--- config.mk ---
export PLATFORM = sky130hd
export DESIGN_NAME = shift_controller
export DESIGN_NICKNAME = d
export VERILOG_FILES = /design/src/rtl/shift_ctrl_pkg.sv /design/src/rtl/shift_register.sv /design/src/rtl/shift_controller.sv
export SDC_FILE = /design/constraint.sdc
export NUM_CORES = 1
export LEC_CHECK = 0
export CAP_MARGIN = 20
export CORE_UTILIZATION = 49
export DETAILED_ROUTE_END_ITERATION = 12
export GPL_TIMING_DRIVEN = 0
export HOLD_SLACK_MARGIN = 0.06
export PLACE_DENSITY = 0.79
export SKIP_LAST_GASP = 1
export SYNTH_ARGS = -nofsm -noshare
export SYNTH_HDL_FRONTEND = slang
export SYNTH_SLANG_ARGS = --single-unit
--- constraint.sdc ---
create_clock -name clk -period 1.9 [get_ports clk]
set_input_delay 0.38 -clock clk [delete_from_list [all_inputs] [get_ports clk]]
set_output_delay 0.38 -clock clk [all_outputs]
set_load 0.005 [all_outputs]
--- src/rtl/shift_ctrl_pkg.sv ---
// Shared definitions for the shift controller and its datapath.
// The state encoding and direction constants are reused by the ALU top-level.
package shift_ctrl_pkg;

   typedef enum logic [1:0] {
      IDLE  = 2'd0,
      LOAD  = 2'd1,
      SHIFT = 2'd2,
      DONE  = 2'd3
   } state_t;

   localparam logic DIR_LEFT  = 1'b0;
   localparam logic DIR_RIGHT = 1'b1;

endpackage

--- src/rtl/shift_register.sv ---
// Loadable logical shift register, one position per enabled cycle.
// It updates on the falling clock edge, as the controller does.
module shift_register
   import shift_ctrl_pkg::*;
#(
   parameter int W = 8
) (
   input  logic         clk,
   input  logic         rst,
   input  logic         en,
   input  logic         load,
   input  logic         lshift,
   input  logic         rshift,
   input  logic [W-1:0] d,
   output logic [W-1:0] q
);

   logic [W-1:0] q_reg;
   logic [W-1:0] left_next;
   logic [W-1:0] right_next;

   // Zeros enter at the vacated end in both directions.
   generate
      for (genvar gi = 0; gi < W; gi++) begin : g_bit
         if (gi == 0) begin : g_lsb
            assign left_next[gi] = 1'b0;
         end else begin : g_lmid
            assign left_next[gi] = q_reg[gi-1];
         end
         if (gi == W - 1) begin : g_msb
            assign right_next[gi] = 1'b0;
         end else begin : g_rmid
            assign right_next[gi] = q_reg[gi+1];
         end
      end
   endgenerate

   always_ff @(negedge clk) begin
      if (!rst) begin
         q_reg <= '0;
      end else if (en) begin
         if (load) begin
            q_reg <= d;
         end else if (lshift) begin
            q_reg <= left_next;
         end else if (rshift) begin
            q_reg <= right_next;
         end
      end
   end

   assign q = q_reg;

endmodule

--- src/rtl/shift_controller.sv ---
// Sequences one load and up to W single-bit shifts of the datapath register.
// Inputs are latched when a request is accepted and ignored afterwards.
module shift_controller
   import shift_ctrl_pkg::*;
#(
   parameter int W  = 8,
   parameter int AW = 4
) (
   input  logic          clk,
   input  logic          rst,
   input  logic          start,
   input  logic          dir,
   input  logic [AW-1:0] amt,
   input  logic [W-1:0]  data_in,
   output logic          ready,
   output logic          busy,
   output logic          done,
   output logic [W-1:0]  result
);

   localparam int CW = $clog2(W + 1);

   state_t        state_reg, state_next;
   logic          dir_reg, dir_next;
   logic [W-1:0]  data_reg, data_next;
   logic [CW-1:0] count_reg, count_next;
   logic [CW-1:0] amt_clamped;

   logic en;
   logic load;
   logic lshift;
   logic rshift;

   // Shifting by W or more positions clears the operand, so W is enough.
   always_comb begin
      if (int'(amt) >= W) begin
         amt_clamped = CW'(W);
      end else begin
         amt_clamped = CW'(amt);
      end
   end

   always_ff @(negedge clk) begin
      if (!rst) begin
         state_reg <= IDLE;
         dir_reg   <= 1'b0;
         data_reg  <= '0;
         count_reg <= '0;
      end else begin
         state_reg <= state_next;
         dir_reg   <= dir_next;
         data_reg  <= data_next;
         count_reg <= count_next;
      end
   end

   always_comb begin
      state_next = state_reg;
      dir_next   = dir_reg;
      data_next  = data_reg;
      count_next = count_reg;
      en         = 1'b0;
      load       = 1'b0;
      lshift     = 1'b0;
      rshift     = 1'b0;
      case (state_reg)
         IDLE: begin
            if (start) begin
               state_next = LOAD;
               dir_next   = dir;
               data_next  = data_in;
               count_next = amt_clamped;
            end
         end
         LOAD: begin
            en   = 1'b1;
            load = 1'b1;
            state_next = (count_reg != '0) ? SHIFT : DONE;
         end
         SHIFT: begin
            en = 1'b1;
            if (dir_reg == DIR_LEFT) begin
               lshift = 1'b1;
            end else begin
               rshift = 1'b1;
            end
            count_next = count_reg - CW'(1);
            if (count_reg == CW'(1)) begin
               state_next = DONE;
            end
         end
         DONE: begin
            state_next = IDLE;
         end
         default: begin
            state_next = IDLE;
         end
      endcase
   end

   assign ready = (state_reg == IDLE);
   assign busy  = (state_reg == LOAD) || (state_reg == SHIFT);
   assign done  = (state_reg == DONE);

   shift_register #(
      .W (W)
   ) u_shift_register (
      .clk    (clk),
      .rst    (rst),
      .en     (en),
      .load   (load),
      .lshift (lshift),
      .rshift (rshift),
      .d      (data_reg),
      .q      (result)
   );

endmodule

==> impl_results.md <==
* Status: complete, but fails checks
* Failing checks: setup timing
* Crit start category: register
* Unrepaired setup endpoints after global routing: true
* Final HPWL DP at just over 2000 µm
* Area contributors post-synth: dfxtp_1, nand2_1, ha_1
* Final ANT Viol Nets at 0
* Largest net degree at the start of global routing at 15
* Setup violators final at 11
* Root buf cell: clkbuf_4
* Max Cap Violations at 0
* Clock Skews at 0.0252 ns
* Number of synthesized flops with an enable pin at 0
* Worst path slowest cell: dfxtp_4
* Area of the multi-input gates at ~780 µm²
* Leak at 0.858 nW
* Core footprint at 0.00230 mm²
* CP Max Fanout at 2
* Vias per cell at 5.46
* Total Wirelength at 3250 µm
* Commonest non-fill, non-tap cells in the layout: nand2_1, inv_1, buf_4, dfxtp_1
* Synth-to-Final Area Change at 49.2%
* Antenna cell count at 0
* Die area at 0.00276 mm²
* Net Count, Synth at 172
* Fin nets at around 240
* Final cell count without fillers at 246
* Min-Delay Path Class: register to register
* Critical path type: register to output port
* Total GRT Usage at approximately a quarter
* DRT Pass-1 Iters at 5
* Vias in the first global route at approximately 1,300
* Deepest clock path buffer count at 2
* Top Family by Delay on Critical Path: flip-flops
* Number of warnings issued by yosys at 0
* DP Cell Count at roughly 200
* H-tree levels at 1
* Starting Density at 54.4%
* Crit-path cells: inv_4, ha_4, buf_6
* Cell Area, Placed at between 0.0015 and 0.002 mm²
* Buf+Inv Stages, Crit Path at 2
* Hold Fails Final Rpt at 0
* DR WL/cell at between 10 and 15 µm
* Core Rows at 17
* Post-Synthesis Cell Area at roughly 0.0012 mm²
* Most common cell after layout, fill and taps aside: nand2_1
* Filler cells at 170
* Data required, critical path at 1.52 ns
* Clock Sinks at 23
* Post-Syn Instances at 149
* Final Max Tran Viols at 0
* Max stage delay on crit path at between 0.3 and 0.4 ns
* Port Buffers at 26
* Rel. slew slack at 68.9%
* Sequential cell area at 475 µm²
* Top cell type's share of synthesized area at 36.8%
* DIE HEIGHT at 52.5 µm
* Slew @ Worst Pin at 0.466 ns
* CTS tree: built
* Worst ir drop on vdd at 1.14 mV
* First-pass GRT wire length at 5270 µm
* Die X at 52.5 µm
* Final Instance Area at 0.00187 mm²
* Register area share after synthesis at 36.8%
* Post-synth ARST share at 0%
* DRC at 0
* Power per Cell Area at 1460 mW/mm²
* Routed vias at 1,343
* CTS clk-pin slew, worst paths at 0.05 ns
* I/O pin count at 27
* Initial DRC Count at 38
* Syn avg cell area at about 8.4 µm²
* CTS buffer count at 3
* Critical path endpoint category: output port
* GRT Residual Overflow at 0
* Layout cells sized above 1 at 30.3%
* CP Data Arrival Time at 2.08 ns
* Initial antenna violation count at 0
* Final GP Congestion at 0.840
* Setup WS post-layout at -0.564 ns
* Ys flop type: dfxtp_1
* Yosys reg bits at 23
* Skew-Pair Late Insertion Delay at 0.41 ns
* Yosys top cell by area: dfxtp_1
* Synth cell types at 35
[cell families after synthesis]
| group | share of synthesized area, % |
|---|---|
| AO/OA/AOI/OAI | 20.5 |
| AND/OR/NAND/NOR | 28.7 |
| buffers and inverters | 5.21 |
| multiplexers | 1.70 |
| adder cells (fa/ha/maj) | 7.01 |
| flip-flops | 36.8 |
[per-stage QoR]
stage | worst slack, ns | power, W | hold slack, ns | setup TNS, ns | utilization [%]
6_report | -0.564 | 0.00272 | 0.459 | -3.61 | 81.2
4_1_cts | -0.556 | 0.00261 | 0.463 | -3.60 | 78.8
3_5_place_dp | -0.716 | 0.00203 | 0.456 | -18.04 | 68.1
5_1_grt | -0.612 | 0.00296 | 0.471 | -4.00 | 81.2
3_3_place_gp | -0.648 | 0.00199 | 0.445 | -17.28 | 68.1
2_1_floorplan | -0.110 | 0.00161 | 0.436 | -0.110 | -
[routing by layer]
| layer | global-route usage [%] | part of all wire [%] |
|---|---|---|
| met5 | 0 | 0 |
| met4 | 13.2 | 1.1 |
| met3 | 7.25 | 5.9 |
| met2 | 41.1 | 49 |
| met1 | 31.4 | 44 |
[worst paths after layout]
kind                                   start            to  slack (ns)  cells past startpoint
worst max-delay path            state_reg[1]          busy       -0.56                      3
worst max register to register  state_reg[1]  state_reg[0]        0.08                      7
worst min register to register   data_reg[3]   data_reg[3]        0.46                      2
worst min-delay path             data_reg[3]   data_reg[3]        0.46                      2
[tightest hold or removal path, delay by kind of cell (launching register included)]
family,cells,cell delay (ns)
AOI/OAI and AO/OA,1,0.05
DFF,1,0.30
and+or+nand+nor,1,0.05
[layout make-up]
cell class              count  area share, %
clock buffers               3           1.21
inverters                   7           1.68
multi-input cells         111           42.0
plain buffers               7           2.15
well taps                  28           1.88
repair buffers             43           20.5
flip-flops and latches     23           25.5
clock inverters            24           5.10
[synth_stat cells (2+ instances only)]
master    count
nand2_1      31
dfxtp_1      23
a21oi_1      12
nor2b_1      11
a211oi_1      8
inv_1         8
ha_1          7
o31ai_1       7
and3b_2       5
clkbuf_1      5
nor2_1        3
nor3b_1       3
a311oi_1      2
and3b_1       2
o21ai_0       2
[report_power, final]
part | switching (W) | leakage, nW | internal [W]
logic | 0.000749 | 0.524 | 0.000782
clock network | 0.000294 | 0.140 | 0.000146
registers | 0.000108 | 0.193 | 0.000645
[timing repair]
item / CTS / global route
setup buffers: 15 / 2
hold buffers: 0 / 0
endpoints found under the setup margin: 33 / 23
pin swaps: 2 / 2
gates resized for setup: 70 / 12
No activity file was read; power rests on OpenSTA's default activity.
==> patch 1: new RTL, same settings <==
Change the parameter `AW` from 4 to 3.
--- a/src/rtl/shift_controller.sv
+++ b/src/rtl/shift_controller.sv
@@ -5,5 +5,5 @@
 #(
    parameter int W  = 8,
-   parameter int AW = 4
+   parameter int AW = 3
 ) (
    input  logic          clk,
Ports: changed (resized amt); port bits go from 27 to 26. No check against the original RTL was run, so the function may have changed too.
==> patch 1 against the original RTL <==
The run still ends with setup timing left; area after synthesis fell by 5.8%; first-iteration DRC count up 2.6%; clock power rose by 28%; sequential power barely moved; routed wire length is 5.2% lower; die area fell by 5.6%; final area is 3.5% lower; total power decreased by 3.5%; via count decreased by 6.7%; critical path depth stayed put; final cell count shrank 1.2%; sequential cell count is the same; setup slack got worse by 0.014 ns; critical path type unchanged; largest power group unchanged.
==> patch 1: results (changes against the original RTL) <==
----------------------------------------------------
[Status]
  Result of the run ... finished, violations left
  Failing checks ... setup timing

[STA]
  Worst path setup slack after routing ... -0.5779 ns (-0.01419 ns)
  Transition time of the tightest slew-check pin ... 0.4039 ns (-0.06216 ns)
  Setup Skew ... 0.01523 ns (-0.009956 ns)
  Setup Viol. Count Final ... 11 (unchanged)
  Setup TNS Final ... -3.556 ns (+0.05684 ns)

[Final layout]
  Final-layout fill cell count ... 147 (-14%)
  Non-clk invs ... 8 (+1)
  Share of cell area taken by flip-flops and latches ... 26.41% (+0.92 points)
  Non-clock buffer count ... 47 (-6.0%)
  Share of layout cells above drive strength 1 ... 29.77% (-0.51 points)
  Final #Nets ... 239 (-1.2%)
  Area fraction of clock buffers and clock inverters ... 7.714% (+1.4 points)

[Global routing]
  First-pass GRT wire length ... 4940 um (-6.3%)
  Maximum number of pins on one net before global-route repair ... 14 (-1)
  Global-route usage over all layers ... 25.23% (-0.61 points)

[Placement]
  Detailed placer's ending HPWL ... 1944 um (-5.4%)
  Number of port buffers ... 25 (-3.8%)
  Global placement routability congestion ... 0.8512 (+1.3%)
  Cells after DPL ... 199 (-2.0%)
  Worst slack at placement ... -0.8263 ns (-0.1103 ns)

[Synth]
  Mean cell area of the mapped netlist ... 8.064 um^2 (-3.9%)
  Commonest cells in the synthesized netlist ... 35 x sky130_fd_sc_hd__nand2_1, 23 x sky130_fd_sc_hd__dfxtp_1, 13 x sky130_fd_sc_hd__a21oi_1
  Share of cell area taken by muxes after synthesis ... 4.463% (+2.8 points)
  Top post-synthesis cells by area ... sky130_fd_sc_hd__dfxtp_1 39%, sky130_fd_sc_hd__nand2_1 11%, sky130_fd_sc_hd__ha_1 8.5%, sky130_fd_sc_hd__nor2b_1 5.8%, sky130_fd_sc_hd__a21oi_1 5.5%
  Area fraction in compound gates after synthesis ... 19.87% (-0.65 points)
  Post-synthesis share of cell area spent on full adders, half adders and majority gates ... 8.502% (+1.5 points)
  Post-synthesis sequential area ratio ... 39.11% (+2.3 points)
  Unique masters post-synth ... 29 (-17%)

[Route]
  Count of vias placed by the detailed router ... 1253 (-6.7%)
  Detail-routed via count per cell ... 5.156 (-5.5%)
  Wire length reported by the detailed router ... 3080 um (-5.2%)
  Total iterations of the first detailed-routing run ... 6 (+1)

[Pwr]
  Leakage power ... 0.0008677 uW (+1.2%)
  Peak supply drop ... 1.020 mV (-10%)

[Worst hold path]
  Worst Hold Launch ... data_reg[4]

----------------------------------------------------
## patch 1: cell types whose count changed after synthesis, moves of 2 or more
cell,change
sky130_fd_sc_hd__nor2_1,+6
sky130_fd_sc_hd__a211oi_1,-3
sky130_fd_sc_hd__mux2i_1,+2
sky130_fd_sc_hd__o22ai_1,+2
sky130_fd_sc_hd__and3b_2,-5
sky130_fd_sc_hd__nand2_1,+4
sky130_fd_sc_hd__o31ai_1,-2
sky130_fd_sc_hd__and3b_1,-2
sky130_fd_sc_hd__nor3b_1,-3
sky130_fd_sc_hd__clkbuf_1,-2
## patch 1: final timing paths
path | endpoint | slack, ns | cells past startpoint
setup / recovery | busy | -0.58 | 3
hold / removal | data_reg[4] | 0.46 | 2
setup reg to reg | u_shift_register.q[3] | 0.15 | 8
hold reg to reg | data_reg[4] | 0.46 | 2
## patch 1: cells by family after synthesis
kind of cell               Yosys count
DFF                                 23
AOI/OAI and AO/OA                   35
and+or+nand+nor                     61
muxes                                5
buffers and inverters               14
adders and majority gates            8
## patch 1: report_power, final
group	internal (uW)	switching, uW	leakage [uW]
sequential	645	106	0.000193
combinational	681	636	0.000524
clock	276	286	0.000150
total	1600	1030	0.000868
## patch 1: critical path, cell delays in order (launching register included)
cell                      delay [ns]
sky130_fd_sc_hd__dfxtp_2        0.35
sky130_fd_sc_hd__inv_4          0.04
sky130_fd_sc_hd__ha_4           0.27
sky130_fd_sc_hd__buf_6          0.09
## patch 1: routing by layer
layer,part of all wire (%),vias up,GRT usage (%)
met5,0,-,0
met4,1.6,0,12.96
met3,6.2,8,11.01
met2,47,48,37.94
met1,45,564,30.16
li1,-,633,-
## patch 1: what timing repair did
item,4_1_cts,5_1_grt
gates cloned,0,1
buffers inserted,14,4
resized for setup,65,12
endpoints found under the setup margin,33,30
pin swaps,2,2
==> patch 2: new RTL, same flow settings <==
Made on the original files. Reset style: asynchronous (`rst`), changed in 2 clocked blocks.
--- a/src/rtl/shift_register.sv
+++ b/src/rtl/shift_register.sv
@@ -36,5 +36,5 @@
    endgenerate
 
-   always_ff @(negedge clk) begin
+   always_ff @(negedge clk or negedge rst) begin
       if (!rst) begin
          q_reg <= '0;
--- a/src/rtl/shift_controller.sv
+++ b/src/rtl/shift_controller.sv
@@ -41,5 +41,5 @@
    end
 
-   always_ff @(negedge clk) begin
+   always_ff @(negedge clk or negedge rst) begin
       if (!rst) begin
          state_reg <= IDLE;
Behaviour: differs if rst is asserted again (counterexample within 4 cycles, from zero or initial values and one cycle with rst low); with rst held inactive, the same outputs for 10 cycles.
==> patch 2 against the original RTL <==
The flow still finishes with violations (setup timing); final area is 0.81% lower; routed wire length is 6.1% higher; synthesized cell count is 19% lower; area after synthesis is 0.10% higher; total power is 30% higher; sequential cell count stayed put; setup slack worse by 0.12 ns; non-clock buffer count is 8 higher; combinational power is 55% higher; global-route usage is 0.68 points lower; hold slack worse by 0.0036 ns; largest power group unchanged.
==> patch 2: results (changes against the original RTL) <==
----------------------------------------------------
[Global routing]
  Number of global-route vias before repair ... 1122 (-13%)
  Met1 layer usage reported by global route ... 32.66% (+1.2 points)
  Maximum number of pins on one net before global-route repair ... 24 (+9)
  Global-route usage over all layers ... 25.17% (-0.68 points)

[Pwr]
  Leakage power ... 0.0008733 uW (+1.8%)
  Peak supply drop ... 1.137 mV (-0.13%)
  Power spent charging and discharging nets ... 1464 uW (+27%)

[Final layout]
  Share of layout cells above drive strength 1 ... 40.68% (+10 points)

[Route]
  Total iterations of the first detailed-routing run ... 4 (-1)
  Wire length reported by the detailed router ... 3446 um (+6.1%)

[STA]
  Worst path setup slack after routing ... -0.6839 ns (-0.1202 ns)
  Setup Viol. Count Final ... 14 (+3)
  Setup TNS Final ... -4.168 ns (-0.5554 ns)
  Worst hold slack across all endpoints ... 0.4553 ns (-0.003579 ns)

[Setup path]
  Largest incremental delay on the critical path ... 0.45 ns (+0.09 ns)
  End of the worst register-to-register path ... u_shift_register.q[2]
  Register-to-Register Setup Slack ... -0.01 ns (-0.09 ns)

[Worst hold path]
  Worst hold endpoint ... data_reg[2]
  Worst Hold Launch ... data_reg[2]

[Status]
  Result of the run ... finished, violations left
  Failing checks ... setup timing

[Placement]
  Global placement routability congestion ... 0.8456 (+0.63%)
  Cells after DPL ... 174 (-14%)
  Post-place instance area ... 1584 um^2 (+1.2%)

[Synth]
  Commonest cells in the synthesized netlist ... 23 x sky130_fd_sc_hd__dfrtn_1, 14 x sky130_fd_sc_hd__inv_1, 10 x sky130_fd_sc_hd__mux2_2
  Top post-synthesis cells by area ... sky130_fd_sc_hd__dfrtn_1 46%, sky130_fd_sc_hd__mux2_2 9.0%, sky130_fd_sc_hd__ha_1 7.0%, sky130_fd_sc_hd__a211oi_1 4.2%, sky130_fd_sc_hd__inv_1 4.2%

[CTS]
  Post-cts resize count ... 58 (-17%)

----------------------------------------------------
-- patch 2: changes by cell type after synthesis, moves of 7 or more --
cell / change
sky130_fd_sc_hd__nand2_1: -24
sky130_fd_sc_hd__dfrtn_1: +23
sky130_fd_sc_hd__dfxtp_1: -23
sky130_fd_sc_hd__a21oi_1: -9
sky130_fd_sc_hd__mux2_2: +9
sky130_fd_sc_hd__nor2b_1: -8
sky130_fd_sc_hd__o22ai_1: +7
sky130_fd_sc_hd__o31ai_1: -7
-- patch 2: layout make-up --
cell class,instances,area (um^2)
clock buffer,4,26.28
multi-input combinational,78,683.2
timing repair buffer,53,446.7
fill,142,467.9
sequential,23,575.6
inverter,14,55.05
buffer,5,28.78
tap,28,35.03
-- patch 2: power by group through the flow --
stage | logic [uW] | clock network [uW] | registers [uW]
after CTS | 2020 | 229 | 927
after detailed placement | 1710 | 0 | 986
final | 2370 | 235 | 944
after global placement | 1630 | 0 | 968
after global routing | 2540 | 261 | 962
after floorplan | 1150 | 0 | 932
